`src/rtl/exp4_trena.sv`:
```
// ----------------------------------------------------------------------------
// exp4_trena : ultrasonic tape-measure controller (HC-SR04 style sensor)
//
// A rising edge on mensurar starts one measurement. The controller sends a
// trigger pulse and then times the echo pulse in centimetres, rounded to the
// nearest centimetre, as three BCD digits. It latches the result, sends it
// over a UART as "HTU#", and then raises pronto.
//
// Ports
//   clock        : system clock (50 MHz nominal)
//   reset        : asynchronous, active-high reset
//   mensurar     : measurement request, acted on at its rising edge
//   echo         : sensor echo, high time proportional to distance
//   trigger      : sensor trigger pulse, TRIGGER_CYCLES clocks wide
//   saida_serial : UART TX line (7 data bits, even parity, 2 stop bits),
//                  idles high
//   medida0..2   : BCD units / tens / hundreds of the last measurement
//   pronto       : measurement and transmission complete
//   db_estado    : current FSM state code
// ----------------------------------------------------------------------------
module exp4_trena #(
   parameter int TRIGGER_CYCLES = 500,
   parameter int CM_CYCLES      = 2941,
   parameter int CM_HALF        = 1470,
   parameter int BAUD_CYCLES    = 434
) (
   input  logic       clock,
   input  logic       reset,
   input  logic       mensurar,
   input  logic       echo,
   output logic       trigger,
   output logic       saida_serial,
   output logic [3:0] medida0,
   output logic [3:0] medida1,
   output logic [3:0] medida2,
   output logic       pronto,
   output logic [3:0] db_estado
);

   // One shared cycle counter times the trigger pulse and then the intra-cm echo count
   localparam int CNT_MAX = (TRIGGER_CYCLES > CM_CYCLES) ? TRIGGER_CYCLES : CM_CYCLES;
   localparam int CNT_W   = $clog2(CNT_MAX + 1);
   localparam int BAUD_W  = $clog2(BAUD_CYCLES + 1);

   typedef enum logic [3:0] {
      ST_INICIAL       = 4'd0,
      ST_PREPARACAO    = 4'd1,
      ST_ENVIA_TRIGGER = 4'd2,
      ST_ESPERA_ECHO   = 4'd3,
      ST_MEDIDA        = 4'd4,
      ST_ARMAZENA      = 4'd5,
      ST_TRANSMITE     = 4'd6,
      ST_ESPERA_TX     = 4'd7,
      ST_PROXIMO       = 4'd8,
      ST_FINAL         = 4'd15
   } estado_t;

   // Even parity over a 7-bit character: parity bit makes the total count of ones even
   function automatic logic parity_even(input logic [6:0] data);
      return ^data;
   endfunction

   // Three-digit BCD increment that sticks at 999 instead of wrapping
   function automatic logic [11:0] bcd_inc_sat(input logic [11:0] v);
      logic [11:0] r;
      r = v;
      if (v == 12'h999) begin
         r = v;
      end else if (v[3:0] != 4'd9) begin
         r[3:0] = v[3:0] + 4'd1;
      end else begin
         r[3:0] = 4'd0;
         if (v[7:4] != 4'd9) begin
            r[7:4] = v[7:4] + 4'd1;
         end else begin
            r[7:4]  = 4'd0;
            r[11:8] = v[11:8] + 4'd1;
         end
      end
      return r;
   endfunction

   estado_t           state_r;
   logic              mensurar_d_r;
   logic              mensurar_rise_s;
   logic [CNT_W-1:0]  cnt_r;
   logic [CNT_W-1:0]  cnt_nxt_s;
   logic [11:0]       cm_r;
   logic [11:0]       medida_r;
   logic [1:0]        idx_r;
   logic              trigger_r;
   logic              pronto_r;
   logic [6:0]        char_s;
   logic              start_s;

   logic              tx_r;
   logic              busy_r;
   logic              done_r;
   logic [10:0]       frame_r;
   logic [3:0]        bit_r;
   logic [BAUD_W-1:0] baud_r;

   assign mensurar_rise_s = mensurar & ~mensurar_d_r;
   assign start_s         = (state_r == ST_TRANSMITE);

   // Intra-centimetre count, wrapping modulo CM_CYCLES
   always_comb begin
      cnt_nxt_s = cnt_r + CNT_W'(1);
      if (cnt_r == CNT_W'(CM_CYCLES - 1)) begin
         cnt_nxt_s = '0;
      end else begin
         cnt_nxt_s = cnt_r + CNT_W'(1);
      end
   end

   // Character to send for the current index: three ASCII digits and then '#'
   always_comb begin
      char_s = 7'h23;
      case (idx_r)
         2'd0:    char_s = {3'b011, medida_r[11:8]};
         2'd1:    char_s = {3'b011, medida_r[7:4]};
         2'd2:    char_s = {3'b011, medida_r[3:0]};
         2'd3:    char_s = 7'h23;
         default: char_s = 7'h23;
      endcase
   end

   // Registered copy of mensurar for rising-edge detection
   always_ff @(posedge clock or posedge reset) begin
      if (reset) begin
         mensurar_d_r <= 1'b0;
      end else begin
         mensurar_d_r <= mensurar;
      end
   end

   // Control FSM with the measurement datapath and registered outputs
   always_ff @(posedge clock or posedge reset) begin
      if (reset) begin
         state_r   <= ST_INICIAL;
         cnt_r     <= '0;
         cm_r      <= 12'h000;
         medida_r  <= 12'h000;
         idx_r     <= 2'd0;
         trigger_r <= 1'b0;
         pronto_r  <= 1'b0;
      end else begin
         case (state_r)
            ST_INICIAL: begin
               if (mensurar_rise_s) begin
                  state_r <= ST_PREPARACAO;
               end
            end
            ST_PREPARACAO: begin
               cnt_r     <= '0;
               cm_r      <= 12'h000;
               idx_r     <= 2'd0;
               trigger_r <= 1'b1;   // rises together with entry to envia_trigger
               state_r   <= ST_ENVIA_TRIGGER;
            end
            ST_ENVIA_TRIGGER: begin
               if (cnt_r == CNT_W'(TRIGGER_CYCLES - 1)) begin
                  trigger_r <= 1'b0;
                  cnt_r     <= '0;
                  state_r   <= ST_ESPERA_ECHO;
               end else begin
                  cnt_r <= cnt_r + CNT_W'(1);
               end
            end
            ST_ESPERA_ECHO: begin
               // The first echo-high clock already counts toward the distance
               if (echo) begin
                  cnt_r   <= cnt_nxt_s;
                  state_r <= ST_MEDIDA;
                  if (cnt_nxt_s == CNT_W'(CM_HALF)) begin
                     cm_r <= bcd_inc_sat(cm_r);
                  end
               end
            end
            ST_MEDIDA: begin
               // Incrementing at mid-centimetre rounds to nearest
               if (echo) begin
                  cnt_r <= cnt_nxt_s;
                  if (cnt_nxt_s == CNT_W'(CM_HALF)) begin
                     cm_r <= bcd_inc_sat(cm_r);
                  end
               end else begin
                  state_r <= ST_ARMAZENA;
               end
            end
            ST_ARMAZENA: begin
               medida_r <= cm_r;
               state_r  <= ST_TRANSMITE;
            end
            ST_TRANSMITE: begin
               state_r <= ST_ESPERA_TX;
            end
            ST_ESPERA_TX: begin
               if (done_r) begin
                  state_r <= ST_PROXIMO;
               end
            end
            ST_PROXIMO: begin
               if (idx_r == 2'd3) begin
                  pronto_r <= 1'b1;
                  state_r  <= ST_FINAL;
               end else begin
                  idx_r   <= idx_r + 2'd1;
                  state_r <= ST_TRANSMITE;
               end
            end
            ST_FINAL: begin
               if (mensurar_rise_s) begin
                  pronto_r <= 1'b0;
                  state_r  <= ST_PREPARACAO;
               end
            end
            default: begin
               trigger_r <= 1'b0;
               pronto_r  <= 1'b0;
               state_r   <= ST_INICIAL;
            end
         endcase
      end
   end

   // UART transmitter: start, 7 data LSB first, even parity, 2 stop bits
   always_ff @(posedge clock or posedge reset) begin
      if (reset) begin
         tx_r    <= 1'b1;
         busy_r  <= 1'b0;
         done_r  <= 1'b0;
         frame_r <= 11'h7FF;
         bit_r   <= 4'd0;
         baud_r  <= '0;
      end else begin
         done_r <= 1'b0;
         if (!busy_r) begin
            if (start_s) begin
               frame_r <= {2'b11, parity_even(char_s), char_s, 1'b0};
               tx_r    <= 1'b0;
               busy_r  <= 1'b1;
               bit_r   <= 4'd0;
               baud_r  <= '0;
            end
         end else if (baud_r == BAUD_W'(BAUD_CYCLES - 1)) begin
            baud_r <= '0;
            if (bit_r == 4'd10) begin
               // end of the second stop bit
               busy_r <= 1'b0;
               done_r <= 1'b1;
               tx_r   <= 1'b1;
            end else begin
               bit_r   <= bit_r + 4'd1;
               frame_r <= {1'b1, frame_r[10:1]};
               tx_r    <= frame_r[1];
            end
         end else begin
            baud_r <= baud_r + BAUD_W'(1);
         end
      end
   end

   assign trigger      = trigger_r;
   assign pronto       = pronto_r;
   assign db_estado    = state_r;
   assign saida_serial = tx_r;
   assign medida2      = medida_r[11:8];
   assign medida1      = medida_r[7:4];
   assign medida0      = medida_r[3:0];

endmodule

```
`config.mk`:
```
export PLATFORM = sky130hd
export DESIGN_NAME = exp4_trena
export DESIGN_NICKNAME = d
export VERILOG_FILES = /design/src/rtl/exp4_trena.sv
export SDC_FILE = /design/constraint.sdc
export NUM_CORES = 1
export LEC_CHECK = 0
export BUFFER_PORTS_ARGS = -buffer_cell sky130_fd_sc_hd__buf_4
export CORE_MARGIN = 8
export CORE_UTILIZATION = 57
export CTS_BUF_LIST = sky130_fd_sc_hd__clkbuf_8
export DETAILED_ROUTE_END_ITERATION = 10
export PLACE_DENSITY = 0.78
export SLEW_MARGIN = 20
export SYNTH_ARGS = -nofsm -noshare
export SYNTH_HDL_FRONTEND = slang
export SYNTH_SLANG_ARGS = --single-unit
```
`constraint.sdc`:
```
create_clock -name clock -period 2.2 [get_ports clock]
set_clock_uncertainty 0.05 [all_clocks]
set_input_delay 0.11 -clock clock [delete_from_list [all_inputs] [get_ports clock]]
set_output_delay 0.11 -clock clock [all_outputs]
set_load 0.05 [all_outputs]
```
==> flow_summary.json <==
{
  "clock_sink_count": 69,
  "synth.yosys.seq_area_share_pct": 43.2,
  "powerDensity_mw_per_mm2": 1050,
  "final_max_slew_viol_count": 0,
  "finalWorstSetupSlack_ns": 0.0739,
  "run_status": "finished, final reports clean",
  "critPathLaunch": "cnt_r[3]",
  "postRouteWirelength_mm": 9.79,
  "fp.dieArea_mm2": 0.0100,
  "postLayoutCoreUtil_pct": 71.9,
  "clock_tree.root_cell": "sky130_fd_sc_hd__clkbuf_8",
  "irDropWorstVdd_uv": 485,
  "drc": 0,
  "cell_area_after_technology_mapping_mm2": 0.00403,
  "detail_route.vias_per_cell": 5.92,
  "vias": 3540,
  "timing.critical_path.slowest_cell_delay_ns": 0.44,
  "syn_to_final_growth_pct": 22.0,
  "setup.worst_path.end": "db_estado[2]",
  "holdCritPathClass": "primary input to flop",
  "stdcell_area_mm2": 0.00491,
  "cts_htree_levels": 3,
  "core_region_area_mm2": 0.00683,
  "final_layout_worst_hold_slack_ns": 0.218,
  "end_of_the_worst_register_to_register_path": "db_estado[2]",
  "top_level_ports": 23,
  "global_route.usage.total_pct": 20.1,
  "critical_path_data_arrival_time_ns": 2.33,
  "post-dp-hpwl_mm": 6.82,
  "netlist_instances": 438,
  "final-setup-viol-count": 0,
  "maxSlewHeadroom_pct": 59.3,
  "initial_core_util_pct": 59.0,
  "floorplan.die.width_um": 100,
  "largest_net_degree_at_the_start_of_global_routing": 44,
  "antenna_found_initial": 0,
  "synth_cell_type_count": 63,
  "required_ns": 2.41,
  "count_of_flip_flops_with_a_built_in_enable_after_synthesis": 0,
  "critical_path.endpoint_type": "flop",
  "yosysWarningCount": 0,
  "power.leakage_nw": 2.13,
  "async_reset_ff_share_pct": 100,
  "layout_cell_share_with_drive_strength_beyond_1_pct": 26.3,
  "grt_pass1_vias": 3392,
  "layout_min_cycle_time_ns": 2.13,
  "cts_tree": "built",
  "rr_startpoint": "cnt_r[3]",
  "ant_nets": 0,
  "globalRoute.totalOverflow": 0,
  "worst-r2r-cell-count": 7,
  "rsz_0062_raised_after_global_routing": "yes",
  "cts.reportedPaths.clkPinSlew_ns": 0.08,
  "std_cell_rows": 30,
  "number_of_max_capacitance_violations_reported": 0,
  "finalHoldViolations": 0,
  "ctsLongestPathBuffers": 2,
  "nets": 513,
  "gpl.final_weighted_congestion": 0.954,
  "drt-wirelength-per-cell_um": 16.4,
  "timing_worst_slew_pin_value_ns": 0.610,
  "cp_cell_sequence": "or3_1 -> o31a_1 -> buf_4 -> nor2_1 -> o21ai_1 -> or4_1 -> o211ai_1",
  "first_pass_iters": 4,
  "ys_seq_elements": 69,
  "crit_share_post_route_pct": 96.6,
  "tritoncts.num_buffers": 9,
  "synth_area_per_inst_um2": 9.20,
  "crit_fanout": 5,
  "dominantRegCellSynth": "sky130_fd_sc_hd__dfrtp_1",
  "synth_nets": 454,
  "worstSkewPairLatency_ns": 0.34,
  "io_buffer_count": 22,
  "drt-initial-drc-count": 200,
  "worstSetupPathType": "flop to flop",
  "placed_cell_area_mm2": 0.00456,
  "global_route_wire_length_before_repair_mm": 16.3,
  "die_h_um": 100,
  "timing.critical_path.slowest_stage_cell": "sky130_fd_sc_hd__or4_1",
  "dp_slack_ns": -0.0521,
  "timing.critical_path.from_type": "flop",
  "antenna-diode-count": 0,
  "maximum_operating_frequency_mhz": 470,
  "setup.reg_to_reg.worst_slack_ns": 0.07
}
flip-flops by register name, indices dropped and copies added (netlist names), 2 cells and up:
register   count
idx_r          2
baud_r         9
db_estado      4
cm_r          12
medida_r      12
frame_r        8
bit_r          4
cnt_r         12
through the flow:
step                setup TNS (ns)  cells  total power [mW]
floorplan                  -0.0207    438              3.28
global placement                 0    574              3.86
detailed placement          -0.101    574              3.94
CTS                              0    592              5.09
global route               -0.0719    598              5.49
finish                           0    598              5.16
worst min path at each step:
| stage | startpoint | to | slack, ns | cells past startpoint |
|---|---|---|---|---|
| floorplan | mensurar | mensurar_d_r | 0.09 | 0 |
| global placement | reset | bit_r[2] | 0.16 | 2 |
| detailed placement | reset | bit_r[2] | 0.17 | 2 |
| CTS | echo | cm_r[2] | 0.20 | 4 |
| global route | echo | cm_r[2] | 0.25 | 4 |
| finish | echo | cm_r[2] | 0.22 | 4 |
final cells by class:
type | instances | area, um2
clock buffer | 9 | 124
multi-input combinational | 324 | 2180
fill | 503 | 1920
timing repair buffer | 70 | 573
tap | 96 | 120
inverter | 23 | 86.3
clock inverter | 7 | 90.1
sequential | 69 | 1750
cells in the final DEF, fill, tap and decap left out, types with 3 or more instances in the layout:
master / instances
sky130_fd_sc_hd__dfrtp_2: 6
sky130_fd_sc_hd__and2_1: 4
sky130_fd_sc_hd__a22oi_1: 3
sky130_fd_sc_hd__mux2_2: 13
sky130_fd_sc_hd__or3_1: 4
sky130_fd_sc_hd__nand3_1: 16
sky130_fd_sc_hd__nand4_1: 11
sky130_fd_sc_hd__buf_4: 64
sky130_fd_sc_hd__nand2b_1: 7
sky130_fd_sc_hd__a221o_1: 5
sky130_fd_sc_hd__ha_1: 11
sky130_fd_sc_hd__nand2_1: 43
sky130_fd_sc_hd__a21o_1: 8
sky130_fd_sc_hd__nor3_1: 6
sky130_fd_sc_hd__dfrtp_1: 54
sky130_fd_sc_hd__o211ai_1: 4
sky130_fd_sc_hd__a21oi_1: 21
sky130_fd_sc_hd__o31ai_1: 5
sky130_fd_sc_hd__a31oi_1: 6
sky130_fd_sc_hd__dfstp_2: 9
sky130_fd_sc_hd__mux2i_1: 6
sky130_fd_sc_hd__clkbuf_8: 9
sky130_fd_sc_hd__nor2b_1: 5
sky130_fd_sc_hd__or4_1: 3
sky130_fd_sc_hd__nor2_1: 32
sky130_fd_sc_hd__inv_1: 23
sky130_fd_sc_hd__a22o_1: 4
sky130_fd_sc_hd__o21ai_0: 50
sky130_fd_sc_hd__buf_12: 3
sky130_fd_sc_hd__and3_1: 4
sky130_fd_sc_hd__nand3b_1: 3
power by group:
part,switching [mW],total [mW],internal (mW)
Clock,0.491,1.13,0.634
Sequential,0.241,1.80,1.56
Combinational,1.30,2.23,0.934
cells by family after synthesis:
family / synth area share, %
AOI/OAI and AO/OA: 20.4
buffers and inverters: 4.57
adders and majority gates: 3.73
xor gates and xnor gates: 1.65
and+or+nand+nor: 21.1
muxes: 5.37
DFF: 43.2
what timing repair did:
item / in CTS / in global routing
hold buffers: 2 / 0
gates resized for setup: 3 / 17
setup buffers: 0 / 6
endpoints found under the hold margin: 26 / 0
pin swaps: 0 / 6
endpoints found under the setup margin: 5 / 21
cloned: 0 / 0
synthesized netlist by cell type (4+ instances only):
master                      n  share of area [%]
sky130_fd_sc_hd__a21o_1     9                1.7
sky130_fd_sc_hd__a31oi_1    6               0.93
sky130_fd_sc_hd__dfrtp_1   60                 37
sky130_fd_sc_hd__or3_1      4               0.62
sky130_fd_sc_hd__nand4_1   11                1.7
sky130_fd_sc_hd__o31ai_1    5               0.93
sky130_fd_sc_hd__a21oi_1   21                2.6
sky130_fd_sc_hd__mux2_2    13                3.6
sky130_fd_sc_hd__inv_1     23                2.1
sky130_fd_sc_hd__nor2b_1    5               0.78
sky130_fd_sc_hd__and3_1     5               0.78
sky130_fd_sc_hd__ha_1      12                3.7
sky130_fd_sc_hd__mux2i_1    7                1.7
sky130_fd_sc_hd__nand2b_1   8                1.2
sky130_fd_sc_hd__nand2_1   43                4.0
sky130_fd_sc_hd__nand3_1   17                2.1
sky130_fd_sc_hd__dfstp_2    9                5.9
sky130_fd_sc_hd__nor3_1     8               0.99
sky130_fd_sc_hd__clkbuf_1  17                1.6
sky130_fd_sc_hd__o21ai_0   51                6.3
sky130_fd_sc_hd__nor2_1    33                3.1
sky130_fd_sc_hd__a22o_1     4               0.87
sky130_fd_sc_hd__o211ai_1   4               0.75
sky130_fd_sc_hd__a221o_1    5                1.2
sky130_fd_sc_hd__and2_1     4               0.62
routing by layer:
layer | vias to the layer above | track usage (%) | part of all wire, %
met4 | 0 | 9.53 | 1.4
met5 | - | 0 | 0
li1 | 1704 | - | -
met1 | 1742 | 25.7 | 44
met2 | 82 | 33.2 | 51
met3 | 12 | 2.35 | 3.1
worst max-delay path: cells and delay by family (launching register included):
family | cells | cell delay [ns]
AND/OR/NAND/NOR | 3 | 0.93
AO/OA/AOI/OAI | 3 | 0.54
flip-flops | 1 | 0.38
buffers and inverters | 1 | 0.15
Note: power is estimated with default switching activity, not from simulation.
